<file path="src/rtl/block_dispatcher_if.sv">
// Index/result handshake bundle between the block dispatcher and its control units.
// Slice n of each index bus and bit n of each per-CU vector belong to CU n.
interface block_dispatcher_if #(
  parameter int NUM_CU      = 4,
  parameter int index_width = 8
);
  logic [NUM_CU*index_width-1:0] o_Row_Index;
  logic [NUM_CU*index_width-1:0] o_Column_Index;
  logic [NUM_CU-1:0]             o_Indexes_Ready;
  logic [NUM_CU-1:0]             i_Indexes_Received;
  logic [NUM_CU-1:0]             i_Result_Ready;

  modport master (
    output o_Row_Index, o_Column_Index, o_Indexes_Ready,
    input  i_Indexes_Received, i_Result_Ready
  );

  modport slave (
    input  o_Row_Index, o_Column_Index, o_Indexes_Ready,
    output i_Indexes_Received, i_Result_Ready
  );
endinterface

</file>
<file path="src/rtl/block_dispatcher.sv">
// Walks the mu x mu output-block grid in row-major order, handing each (i,j)
// to the lowest-numbered free control unit; pulses o_Done once all blocks finish.
module block_dispatcher #(
  parameter int NUM_CU      = 4,
  parameter int index_width = 8,
  parameter int max_mu_log  = 8
) (
  input  logic                  i_Clock,
  input  logic                  i_Reset,
  input  logic                  i_Start,
  input  logic [max_mu_log-1:0] i_mu,
  output logic                  o_Busy,
  output logic                  o_Done,
  block_dispatcher_if.master    cu
);
  localparam int SEL_W = (NUM_CU > 1) ? $clog2(NUM_CU) : 1;
  localparam int CNT_W = 2 * max_mu_log;

  typedef enum logic [2:0] {IDLE, DISPATCH, WAIT_ACK, DRAIN, DONE} state_t;

  state_t                        r_state, w_stateNext;
  logic [max_mu_log-1:0]         r_mu, r_i, r_j;
  logic [CNT_W-1:0]              r_issued, w_total;
  logic [NUM_CU-1:0]             r_cuBusy, r_resultPrev, r_ready;
  logic [NUM_CU-1:0]             w_resultEdge, w_busyNext;
  logic [NUM_CU*index_width-1:0] r_row, r_col;
  logic [SEL_W-1:0]              r_sel, w_freeIdx;
  logic                          w_anyFree, w_start, w_dispatch, w_accept, w_lastCol;

  assign w_total      = CNT_W'(r_mu) * CNT_W'(r_mu);
  assign w_lastCol    = (r_j == r_mu - max_mu_log'(1));
  assign w_resultEdge = cu.i_Result_Ready & ~r_resultPrev;

  // Descending scan so the lowest-numbered free CU wins.
  always_comb begin
    w_anyFree = 1'b0;
    w_freeIdx = '0;
    for (int n = NUM_CU - 1; n >= 0; n--) begin
      if (!r_cuBusy[n]) begin
        w_anyFree = 1'b1;
        w_freeIdx = SEL_W'(n);
      end
    end
  end

  // A CU accepting indices this cycle is free, so a stray result edge on it cannot clear the new busy flag.
  always_comb begin
    w_busyNext = r_cuBusy & ~w_resultEdge;
    if (w_accept) w_busyNext[r_sel] = 1'b1;
  end

  always_comb begin
    w_stateNext = r_state;
    w_start     = 1'b0;
    w_dispatch  = 1'b0;
    w_accept    = 1'b0;
    case (r_state)
      IDLE: begin
        if (i_Start) begin
          w_start     = 1'b1;
          w_stateNext = (i_mu == '0) ? DONE : DISPATCH;
        end
      end
      DISPATCH: begin
        if (w_anyFree) begin
          w_dispatch  = 1'b1;
          w_stateNext = WAIT_ACK;
        end
      end
      WAIT_ACK: begin
        if (cu.i_Indexes_Received[r_sel] && r_ready[r_sel]) begin
          w_accept    = 1'b1;
          w_stateNext = ((r_issued + CNT_W'(1)) == w_total) ? DRAIN : DISPATCH;
        end
      end
      DRAIN: begin
        if (r_cuBusy == '0) w_stateNext = DONE;
      end
      DONE:    w_stateNext = IDLE;
      default: w_stateNext = IDLE;
    endcase
  end

  always_ff @(posedge i_Clock or negedge i_Reset) begin
    if (!i_Reset) r_state <= IDLE;
    else          r_state <= w_stateNext;
  end

  always_ff @(posedge i_Clock or negedge i_Reset) begin
    if (!i_Reset) begin
      r_mu         <= '0;
      r_i          <= '0;
      r_j          <= '0;
      r_issued     <= '0;
      r_cuBusy     <= '0;
      r_resultPrev <= '0;
      r_ready      <= '0;
      r_row        <= '0;
      r_col        <= '0;
      r_sel        <= '0;
    end else begin
      r_resultPrev <= cu.i_Result_Ready;
      r_cuBusy     <= w_busyNext;
      if (w_start) begin
        r_mu     <= i_mu;
        r_i      <= '0;
        r_j      <= '0;
        r_issued <= '0;
      end
      if (w_dispatch) begin
        r_sel                                       <= w_freeIdx;
        r_ready[w_freeIdx]                          <= 1'b1;
        r_row[w_freeIdx*index_width +: index_width] <= index_width'(r_i);
        r_col[w_freeIdx*index_width +: index_width] <= index_width'(r_j);
      end
      if (w_accept) begin
        r_ready[r_sel] <= 1'b0;
        r_issued       <= r_issued + CNT_W'(1);
        if (w_lastCol) begin
          r_j <= '0;
          r_i <= r_i + max_mu_log'(1);
        end else begin
          r_j <= r_j + max_mu_log'(1);
        end
      end
    end
  end

  assign o_Busy             = (r_state != IDLE);
  assign o_Done             = (r_state == DONE);
  assign cu.o_Indexes_Ready = r_ready;
  assign cu.o_Row_Index     = r_row;
  assign cu.o_Column_Index  = r_col;
endmodule

</file>
<file path="src/flat_wrapper.sv">
// flat-port wrapper written by rule: the top's interface ports become plain ports
module block_dispatcher_flat 
#(
  parameter int NUM_CU      = 4,
  parameter int index_width = 8,
  parameter int max_mu_log  = 8
)
  (i_Clock, i_Reset, i_Start, i_mu, o_Busy, o_Done, cu_o_Row_Index, cu_o_Column_Index, cu_o_Indexes_Ready, cu_i_Indexes_Received, cu_i_Result_Ready);
  block_dispatcher_if #(.NUM_CU(NUM_CU), .index_width(index_width)) cu_i ();
  input  logic i_Clock;
  input  logic i_Reset;
  input  logic i_Start;
  input  logic [max_mu_log-1:0] i_mu;
  output logic o_Busy;
  output logic o_Done;
  output wire logic [$bits(cu_i.o_Row_Index)-1:0] cu_o_Row_Index;
  output wire logic [$bits(cu_i.o_Column_Index)-1:0] cu_o_Column_Index;
  output wire logic [$bits(cu_i.o_Indexes_Ready)-1:0] cu_o_Indexes_Ready;
  input wire logic [$bits(cu_i.i_Indexes_Received)-1:0] cu_i_Indexes_Received;
  input wire logic [$bits(cu_i.i_Result_Ready)-1:0] cu_i_Result_Ready;
  assign cu_o_Row_Index = cu_i.o_Row_Index;
  assign cu_o_Column_Index = cu_i.o_Column_Index;
  assign cu_o_Indexes_Ready = cu_i.o_Indexes_Ready;
  assign cu_i.i_Indexes_Received = cu_i_Indexes_Received;
  assign cu_i.i_Result_Ready = cu_i_Result_Ready;
  block_dispatcher #(.NUM_CU(NUM_CU), .index_width(index_width), .max_mu_log(max_mu_log)) u_core (.i_Clock(i_Clock), .i_Reset(i_Reset), .i_Start(i_Start), .i_mu(i_mu), .o_Busy(o_Busy), .o_Done(o_Done), .cu(cu_i));
endmodule
</file>
<file path="config.mk">
export PLATFORM = sky130hd
export DESIGN_NAME = block_dispatcher_flat
export DESIGN_NICKNAME = d
export VERILOG_FILES = /design/src/rtl/block_dispatcher_if.sv /design/src/rtl/block_dispatcher.sv /design/src/flat_wrapper.sv
export SDC_FILE = /design/constraint.sdc
export NUM_CORES = 1
export LEC_CHECK = 0
export CORE_ASPECT_RATIO = 0.9
export CORE_MARGIN = 2
export CORE_UTILIZATION = 30
export DETAILED_ROUTE_END_ITERATION = 8
export GPL_ROUTABILITY_DRIVEN = 1
export PLACE_DENSITY = 0.51
export SYNTH_ARGS = -nofsm -noshare
export SYNTH_HDL_FRONTEND = slang
export SYNTH_SLANG_ARGS = --single-unit
export TNS_END_PERCENT = 50
</file>
<file path="constraint.sdc">
create_clock -name i_Clock -period 6.4 [get_ports i_Clock]
set_clock_uncertainty 0.1 [all_clocks]
set_input_delay 0.96 -clock i_Clock [delete_from_list [all_inputs] [get_ports i_Clock]]
set_output_delay 0.96 -clock i_Clock [all_outputs]
set_load 0.1 [all_outputs]
</file>
==> results of run 1 <==
stage by stage:
step	hold slack (ns)	power, mW	worst slack (ns)	cells	util [%]
floorplan	0.342	4.14	1.75	725	-
global placement	0.357	4.86	1.47	1087	35.1
detailed placement	0.372	4.87	1.35	1087	35.1
CTS	0.385	5.96	1.35	1119	37.7
global route	0.416	6.46	1.02	1119	37.7
finish	0.380	5.89	1.36	1119	37.7
where the power goes:
| part | internal (mW) | leakage, nW | switching, mW | total (mW) |
|---|---|---|---|---|
| registers | 0.832 | 1.64 | 0.177 | 1.01 |
| logic | 1.69 | 2.19 | 2.16 | 3.85 |
| clock network | 0.631 | 0.312 | 0.403 | 1.03 |
| total | 3.15 | 4.14 | 2.74 | 5.89 |
registers in the layout, indices dropped and copies added, names as in the netlist:
signal,flops
u_core.cu.o_Column_Index,32
u_core.r_state,3
u_core.r_issued,16
u_core.cu.o_Indexes_Ready,4
u_core.r_mu,8
u_core.cu.o_Row_Index,32
u_core.r_j,8
u_core.r_resultPrev,4
u_core.r_i,8
u_core.r_sel,2
u_core.r_cuBusy,4
cells by family (layout without fill, tap and decap cells):
logic type	Yosys count	count (layout)	share of synthesized area [%]
adder cells (fa/ha/maj)	64	64	13.2
XOR/XNOR	54	54	6.43
other	2	2	0.102
multiplexers	13	13	2.02
flip-flops	121	121	41.1
AND/OR/NAND/NOR	199	199	14.1
AO/OA/AOI/OAI	180	180	17.9
buffers and inverters	92	178	5.05
cell type report:
type	instances	area (sq um)	share of cell area, %
flip-flops and latches	121	3030	33.2
repair buffers	95	931	10.2
multi-input cells	512	3960	43.4
clock buffers	17	425	4.66
well taps	308	385	4.22
inverters	51	191	2.10
clock inverters	15	204	2.24
worst max-delay path by stage:
stage	depth (start not counted)	to	slack, ns	startpoint
2_1_floorplan	15	u_core.r_state[1]	1.75	u_core.r_mu[2]
6_report	14	u_core.r_state[1]	1.36	u_core.r_mu[2]
3_5_place_dp	14	u_core.r_state[1]	1.35	u_core.r_mu[2]
4_1_cts	14	u_core.r_state[1]	1.35	u_core.r_mu[2]
3_3_place_gp	14	u_core.r_state[1]	1.47	u_core.r_mu[2]
5_1_grt	14	u_core.r_state[1]	1.02	u_core.r_mu[2]
cell usage after synthesis, types with 3 or more instances:
cell type and n:
a211oi_1 5, a21o_1 5, a21oi_1 25, a22o_1 66, a31oi_1 5, and2_1 16
and3_1 9, and4_1 3, buf_2 12, clkbuf_1 26, dfrtp_1 121, fa_1 23
ha_1 41, inv_1 51, mux2_2 5, mux2i_1 7, nand2_1 69, nand2b_1 7
nand3_1 25, nand4_1 7, nor2_1 28, nor2b_1 3, nor3_1 8, nor3_2 3
nor4_1 5, o21ai_0 44, o31ai_1 5, o41ai_2 3, or3_1 4, xnor2_1 37
xor2_1 17
worst reg2reg max path, stage by stage, from the launching register on:
cell and delay, ns:
dfrtp_1 0.74, nand2_1 0.23, fa_1 0.53, fa_1 0.52, fa_1 0.52, fa_1 0.54, inv_1 0.05, ha_1 0.34
nand3_1 0.12, o21bai_1 0.16, a21oi_1 0.14, or3_1 0.38, a211oi_2 0.22, o2111ai_1 0.13, o31ai_1 0.23
metal layers:
metal	track usage (%)	vias up	share of wire, %
met1	21.4	2763	48
met5	0	-	0
met4	3.17	0	0.46
li1	-	2710	-
met2	24.1	111	48
met3	2.96	8	3.6
==> impl_results.md, run 1 <==
- Status: completed
- Final setup viols: 0
- Post-synth ARST share: 100%
- Crit path top cell by count: fa_1
- FMAX: 199 MHz
- Diodes inserted: 0
- Final hold vios: 0
- Final instance area: between 9000 and 10000 sq um
- PwrDens: 645 nW/um^2
- Root Driver: clkbuf_16
- Most frequent cells in the layout: dfrtp_1 (121), clkdlybuf4s50_1 (87), nand2_1 (69)
- First drt pass iteration count: 4
- Initial Util: between 30% and 40%
- Max transition margin: 25.9%
- Nets: just under 900
- Reg2Reg Setup Slack: 1.36 ns
- CTS max path bufs: 2
- # rows: between 50 and 60
- Total clock sinks: ~120
- Commonest non-fill, non-tap cell in the layout: dfrtp_1
- # IOs: around 90
- Setup tns final: 0 ns
- Hold Path Origin: u_core.r_resultPrev[1]
- Yosys reg bits: between 100 and 150
- Setup crit start kind: flop
- Critical Path, Cell by Cell: nand2_1, fa_1, fa_1, fa_1, fa_1, inv_1, ha_1, nand3_1, o21bai_1, a21oi_1, or3_1, a211oi_2, o2111ai_1, o31ai_1
- Synth cell types: 63
- TritonCTS clock tree: done
- Final worst path period share: approximately 79%
- Post-route minimum period: approximately 5 ns
- Cell count after synthesis: 725
- GPL Wtd Cong: a little over 0.8
- Chip width: approximately 170 microns
- Total CTS buffers: 17
- CORE AREA: about 24000 sq um
- DRC: 0
- Hold-fix buffers at CTS: 0
- Synth Warn #: 0
- First-pass GRT wire length: 31100 microns
- CP bufs+invs: 1
- RSZ-0062 raised after global routing: no
- Antenna viol nets, final: 0
- Hold Path Depth: 2
- Routed wire length: around 19000 microns
- Syn_nets: 808
- Lkg Pwr: between 4 and 5 nW
- R2r endpoint: u_core.r_state[1]
- Critical path arrival: between 5 and 6 ns
- Htree depth: 4
- VDD IR max: between 0.4 and 0.5 mV
- R2R depth: 14
- Dpl hpwl: around 13000 microns
- Worst hold-check path type: flop to flop
- Delay of the slowest critical-path stage: 0.74 ns
- Post-cts sizing count: 0
- Worst r2r src: u_core.r_mu[2]
- Die footprint: 25800 sq um
- Hold path endpoint: u_core.r_cuBusy[1]
- DIE HEIGHT: roughly 150 microns
- Layout fillers: 2400
- Total GRT Usage: 15.1%
- Avg Cell Area, Syn: 10.1 sq um
- Post-synth top area share: between 40 and 50%
- Vias/cell: around 5.0
- Top cell type by total area after synthesis: dfrtp_1
- GRT overflow: 0
- Area delta synth->final: 24.0%
- Slowest CP cell: dfrtp_1
- Req. time, crit path: roughly 6.6 ns
- Max-slew violations: 0
- Postcts setup bufs: 0
- I/O Buffers: roughly 90
- Wire length per cell: roughly 17 microns
- Worst-Margin Slew: between 1 and 1.5 ns
- Vias in the first global route: around 5600
- Worst Path Max Fanout: 16
- Ys flop type: dfrtp_1
- Largest net degree at the start of global routing: around 80
- Fraction of layout cells with a size suffix above 1: approximately 8.1%
- Critical path endpoint category: flop
- Initial antenna violation count: 0
- Vias: 5592
- Clk slew on worst S/H paths: around 0.060 ns
- WS Path Type: flop to flop
- EDFF count, synth: 0
- Cell Area, Placed: approximately 8500 sq um
- Mapped Area: about 7400 sq um
- DRT iter0 DRCs: ~400
- Register area share after synthesis: 41.1%
- Top cells by area, synth: dfrtp_1 (41%), a22o_1 (7.9%), ha_1 (7.0%)
- Max_cap viols: 0
- Worst-Skew Late Latency: ~0.42 ns
- Delay-heaviest family, CP: adder cells
No activity file was read; power rests on OpenSTA's default activity.
==> run 2: changes to the inputs <==
--- a/config.mk
+++ b/config.mk
@@ -10,7 +10,7 @@
 export CORE_UTILIZATION = 30
 export DETAILED_ROUTE_END_ITERATION = 8
 export GPL_ROUTABILITY_DRIVEN = 1
-export PLACE_DENSITY = 0.51
+export PLACE_DENSITY = 0.53
 export SYNTH_ARGS = -nofsm -noshare
 export SYNTH_HDL_FRONTEND = slang
 export SYNTH_SLANG_ARGS = --single-unit
==> constraint.sdc (replaced) <==
create_clock -name i_Clock -period 4.5 [get_ports i_Clock]
set_clock_uncertainty 0.1 [all_clocks]
set_input_delay 0.675 -clock i_Clock [delete_from_list [all_inputs] [get_ports i_Clock]]
set_output_delay 0.675 -clock i_Clock [all_outputs]
set_load 0.1 [all_outputs]
==> run 2 against run 1 <==
Compared with the run above:
- wire length rose by 2.7%
- register-to-register slack lost 1.2 ns
- largest cell class unchanged
- via count increased by 1.5%
==> impl_results.md, run 2 (synthesis gave the netlist of run 1 again) <==
- Status: completed
- # IOs: 89 (unchanged)
- GRT overflow: 0 (unchanged)
- Clk slew on worst S/H paths: 0.07 ns (about the same)
- Nets: 910 (+3.3%)
- Dpl hpwl: 13700 microns (+1.8%)
- Chip width: 169 microns (unchanged)
- Setup crit start kind: flop
- Routed wire length: 19100 microns (+2.7%)
- FMAX: 232 MHz (+17%)
- Reg2Reg Setup Slack: 0.18 ns (-1.18 ns)
- Final hold vios: 0 (unchanged)
- First drt pass iteration count: 4 (unchanged)
- DIE HEIGHT: 153 microns (unchanged)
- Cell Area, Placed: 8700 sq um (+2.4%)
- Area delta synth->final: 28.3%
- Wire length per cell: 16.6 microns (about the same)
- Fin cells: 1148 (+2.6%)
- Worst hold-check path type: input pin to asynchronous set/reset pin
- Initial Util: 30.4% (unchanged)
- Antenna viol nets, final: 0 (unchanged)
- WS Path Type: flop to flop
- Fraction of layout cells with a size suffix above 1: 14.6% (+6.5 points)
- Final core utilization: 39.0% (+1.3 points)
- GPL Wtd Cong: 0.810 (-0.92%)
- Vias: 5676 (+1.5%)
- Commonest non-fill, non-tap cell in the layout: dfrtp_1
- Placed cell count: 1112 (+2.3%)
- CORE AREA: 24200 sq um (unchanged)
- Most frequent cells in the layout: dfrtp_1 (118), clkdlybuf4s50_1 (87), a22o_1 (66)
- R2r endpoint: u_core.r_state[1]
- Initial antenna violation count: 0 (unchanged)
- Worst r2r src: u_core.r_mu[6]
- Final worst path period share: 95.9% (+17 points)
- CP bufs+invs: 2 (+1)
- Delay-heaviest family, CP: adder cells
- Htree depth: 4 (unchanged)
- Root Driver: clkbuf_16
- Post-route minimum period: 4.32 ns (-0.720 ns)
- DRC: 0 (unchanged)
- Delay of the slowest critical-path stage: 0.52 ns (-0.22 ns)
- Critical path arrival: 4.52 ns (-0.75 ns)
- Max-slew violations: 0 (unchanged)
- Total CTS buffers: 17 (unchanged)
- Layout fillers: 2394 (-0.25%)
- Max_cap viols: 0 (unchanged)
- # rows: 54 (unchanged)
- Hold slack: 0.213 ns (-0.167 ns)
- Critical path endpoint category: flop
- Max transition margin: 33.0% (+7.1 points)
- TritonCTS clock tree: done
- R2R depth: 14 (unchanged)
- Vias/cell: 4.94 (-1.1%)
- Die footprint: 25800 sq um (unchanged)
- Total GRT Usage: 15.1% (-0.028 points)
- Worst Path Max Fanout: 6 (-10)
- Worst-Skew Late Latency: 0.42 ns (about the same)
- Largest net degree at the start of global routing: 64 (-18%)
- Crit path top cell by count: fa_1
- Critical Path, Cell by Cell: nand2_4, fa_1, fa_1, fa_1, fa_1, inv_1, ha_4, nand3_2, buf_4, a2bb2oi_1, a31o_2, or3_1, o2111ai_1, o31ai_1
- Final setup viols: 0 (unchanged)
- I/O Buffers: 88 (unchanged)
- DRT iter0 DRCs: 393 (-1.5%)
- Diodes inserted: 0 (unchanged)
- First-pass GRT wire length: 31100 microns (+0.11%)
- Total clock sinks: 121 (unchanged)
- Vias in the first global route: 5576 (-0.78%)
- Worst-Margin Slew: 1.00 ns (-0.106 ns)
- CTS max path bufs: 2 (unchanged)
- Req. time, crit path: 4.70 ns (-1.93 ns)
- Final instance area: 9440 sq um (+3.5%)
- Slowest CP cell: fa_1
==> run 2: changes by cell type in the layout (fill, tap and decap cells not counted), moves of 4 or more <==
cell	delta
nand2_1	-6
ha_1	-4
nand2_2	+5
buf_4	+27
==> run 2: worst max-delay path by stage <==
| stage | start | to | slack [ns] | cells after the start |
|---|---|---|---|---|
| floorplan | u_core.r_mu[0] | u_core.r_state[1] | 0.004 | 17 |
| global placement | u_core.r_mu[7] | u_core.r_state[1] | -0.03 | 16 |
| detailed placement | u_core.r_mu[7] | u_core.r_state[1] | -0.10 | 16 |
| CTS | u_core.r_mu[5] | u_core.r_state[1] | 0.002 | 13 |
| global route | u_core.r_mu[3] | u_core.r_state[1] | -0.03 | 19 |
| finish | u_core.r_mu[6] | u_core.r_state[1] | 0.18 | 14 |
==> run 2: layout make-up <==
cell class | instances | area [sq um] | area share (%)
clock buffer | 17 | 425 | 4.51
clock inverter | 15 | 154 | 1.63
inverter | 51 | 191 | 2.03
multi-input combinational | 512 | 4090 | 43.3
sequential | 121 | 3030 | 32.1
timing repair buffer | 124 | 1160 | 12.3
tap | 308 | 385 | 4.08
==> run 2: repair_timing <==
item / in CTS / in global routing
pin swaps: 2 / 26
buffers inserted: 1 / 3
endpoints found under the setup margin: 1 / 1
resized for setup: 5 / 25
hold buffers: 0 / 0
==> run 2: layer usage <==
metal	track usage, %	vias up	part of all wire [%]	routed length, microns
met1	21.6	2783	50	9590
li1	-	2780	-	-
met3	2.73	16	2.8	541
met5	0	-	0	0
met2	23.3	97	46	8710
met4	4.64	0	1.2	225
==> run 2: through the flow <==
stage / worst slack, ns / TNS [ns]
2_1_floorplan: 0.00395 / 0
3_3_place_gp: -0.0303 / -0.0303
3_5_place_dp: -0.105 / -0.105
4_1_cts: 0.00233 / 0
5_1_grt: -0.0256 / -0.0256
6_report: 0.183 / 0
Power of run 2 is not shown: default switching activity piles up to over one toggle a cycle in this logic, so the estimate is an artifact.
==> run 3: changes to the inputs <==
--- a/config.mk
+++ b/config.mk
@@ -7,10 +7,11 @@
 export LEC_CHECK = 0
 export CORE_ASPECT_RATIO = 0.9
 export CORE_MARGIN = 2
-export CORE_UTILIZATION = 30
+export CORE_UTILIZATION = 51
 export DETAILED_ROUTE_END_ITERATION = 8
 export GPL_ROUTABILITY_DRIVEN = 1
-export PLACE_DENSITY = 0.53
+export PLACE_DENSITY = 0.8
+export RECOVER_POWER = 25
 export SYNTH_ARGS = -nofsm -noshare
 export SYNTH_HDL_FRONTEND = slang
 export SYNTH_SLANG_ARGS = --single-unit
==> run 3 against run 2 <==
Compared with the run above:
- count of clock-buffer cells in the layout increased by 2
- wire length decreased by 0.98%
- maximum frequency decreased by 2.1%
- sequential cell count unchanged
- non-clock buffer count decreased by 4
- global-route usage increased by 9.9 points
- critical endpoint unchanged
- design area decreased by 2.0%
- worst setup slack got worse by 0.094 ns
- highest routed layer unchanged
- critical path depth unchanged
- first-iteration DRC count increased by 24%
- cell count decreased by 10%
- via count increased by 6.9%
==> impl_results.md, run 3 (synthesis gave the netlist of run 1 again) <==
- Status: completed
- Worst-Margin Slew: 1.24 ns (+0.234 ns)
- Max-slew violations: 0 (unchanged)
- Total GRT Usage: 25.0% (+9.9 points)
- Routed wire length: 18900 microns (-0.98%)
- Final setup viols: 0 (unchanged)
- Worst Path Max Fanout: 4 (-2)
- Setup tns final: 0 ns (unchanged)
- Worst r2r src: u_core.r_mu[5]
- Vias/cell: 5.90 (+19%)
- Worst hold-check path type: input pin to asynchronous set/reset pin
- # IOs: 89 (unchanged)
- Vias: 6069 (+6.9%)
- GRT overflow: 0 (unchanged)
- Hold slack: 0.249 ns (+0.0359 ns)
- DRT iter0 DRCs: 488 (+24%)
- GPL Wtd Cong: 0.942 (+16%)
- I/O Buffers: 88 (unchanged)
- First drt pass iteration count: 7 (+3)
- CTS max path bufs: 2 (unchanged)
- R2r endpoint: u_core.r_state[1]
- Commonest non-fill, non-tap cell in the layout: dfrtp_1
- Nets: 906 (-0.44%)
- Max_cap viols: 0 (unchanged)
- Total CTS buffers: 17 (unchanged)
- FMAX: 227 MHz (-2.1%)
- Initial Util: 52.4% (+22 points)
- Diodes inserted: 0 (unchanged)
- Area delta synth->final: 25.7%
- Clk slew on worst S/H paths: 0.06 ns (about the same)
- Setup crit start kind: flop
- Wire length per cell: 18.3 microns (+10%)
- Max transition margin: 17.7% (-15 points)
- Fraction of layout cells with a size suffix above 1: 14.0% (-0.65 points)
- Critical path endpoint category: flop
- Post-route minimum period: 4.41 ns (+0.0942 ns)
- CORE AREA: 14100 sq um (-42%)
- Vias in the first global route: 6116 (+9.7%)
- First-pass GRT wire length: 30300 microns (-2.5%)
- Fin worst setup slack: 0.0885 ns (-0.0942 ns)
- Initial antenna violation count: 0 (unchanged)
- Req. time, crit path: 4.72 ns (+0.02 ns)
- DRC: 0 (unchanged)
- Final instance area: 9250 sq um (-2.0%)
- WS Path Type: flop to flop
- Reg2Reg Setup Slack: 0.09 ns (-0.09 ns)
- Final hold vios: 0 (unchanged)
- Setup WS pre-CTS: -0.180 ns (-0.0748 ns)
- Most frequent cells in the layout: dfrtp_1 (117), clkdlybuf4s50_1 (83), a22o_1 (66)
- Cell Area, Placed: 8500 sq um (-2.2%)
- DIE HEIGHT: 118 microns (-23%)
- RSZ-0062 raised after global routing: yes
- Worst-Skew Late Latency: 0.42 ns (about the same)
- Root Driver: clkbuf_16
- Critical path arrival: 4.63 ns (+0.11 ns)
- Antenna viol nets, final: 0 (unchanged)
- Total clock sinks: 121 (unchanged)
- Largest net degree at the start of global routing: 69 (+7.8%)
- Dpl hpwl: 13600 microns (-0.66%)
- Layout fillers: 1053 (-56%)
- Final worst path period share: 98.0% (+2.1 points)
- Die footprint: 15400 sq um (-40%)
- Htree depth: 4 (unchanged)
- TritonCTS clock tree: done
- R2R depth: 14 (unchanged)
- Chip width: 131 microns (-23%)
- # rows: 41 (-24%)
-- run 3: worst max path at each step --
| stage | start | to |
|---|---|---|
| floorplan | u_core.r_mu[0] | u_core.r_state[1] |
| global route | u_core.r_mu[5] | u_core.r_state[1] |
| CTS | u_core.r_mu[6] | u_core.r_state[1] |
| global placement | u_core.r_mu[7] | u_core.r_state[1] |
| detailed placement | u_core.r_mu[7] | u_core.r_state[1] |
| finish | u_core.r_mu[5] | u_core.r_state[1] |
-- run 3: final cells by class --
cell class,count,area [sq um],area share (%)
clock buffer,19,443,4.79
inverter,51,191,2.07
timing repair buffer,120,1120,12.1
sequential,121,3030,32.8
multi-input combinational,512,4120,44.6
clock inverter,13,96.3,1.04
tap,193,241,2.61
-- run 3: critical path, cell delays in order, from the launching register on --
cell and delay [ns]:
dfrtp_1 0.42, nand2_2 0.11, fa_1 0.58, fa_1 0.48
fa_1 0.53, fa_1 0.54, inv_2 0.05, ha_4 0.23
nand3_2 0.09, o21bai_4 0.14, a21oi_4 0.08, or3_1 0.39
a211oi_2 0.18, o2111ai_1 0.12, o31ai_1 0.27
-- run 3: what timing repair did --
action,in CTS,in global routing
resized for setup,8,25
endpoints found under the setup margin,1,1
buffers inserted,3,2
pin swaps,7,33
hold buffers,0,0
-- run 3: through the flow --
stage,cells,utilization [%]
6_report,1029,65.8
3_3_place_gp,992,60.5
5_1_grt,1029,65.8
2_1_floorplan,725,-
3_5_place_dp,992,60.5
4_1_cts,1027,64.8
-- run 3: metal layers --
layer	GRT usage [%]	vias to the layer above	part of all wire [%]
met5	0	-	0
met3	4.27	45	4.6
met4	10.6	0	2.4
li1	-	2754	-
met1	33.8	3064	43
met2	39.7	206	50
Power of run 3 is left out for the same reason.
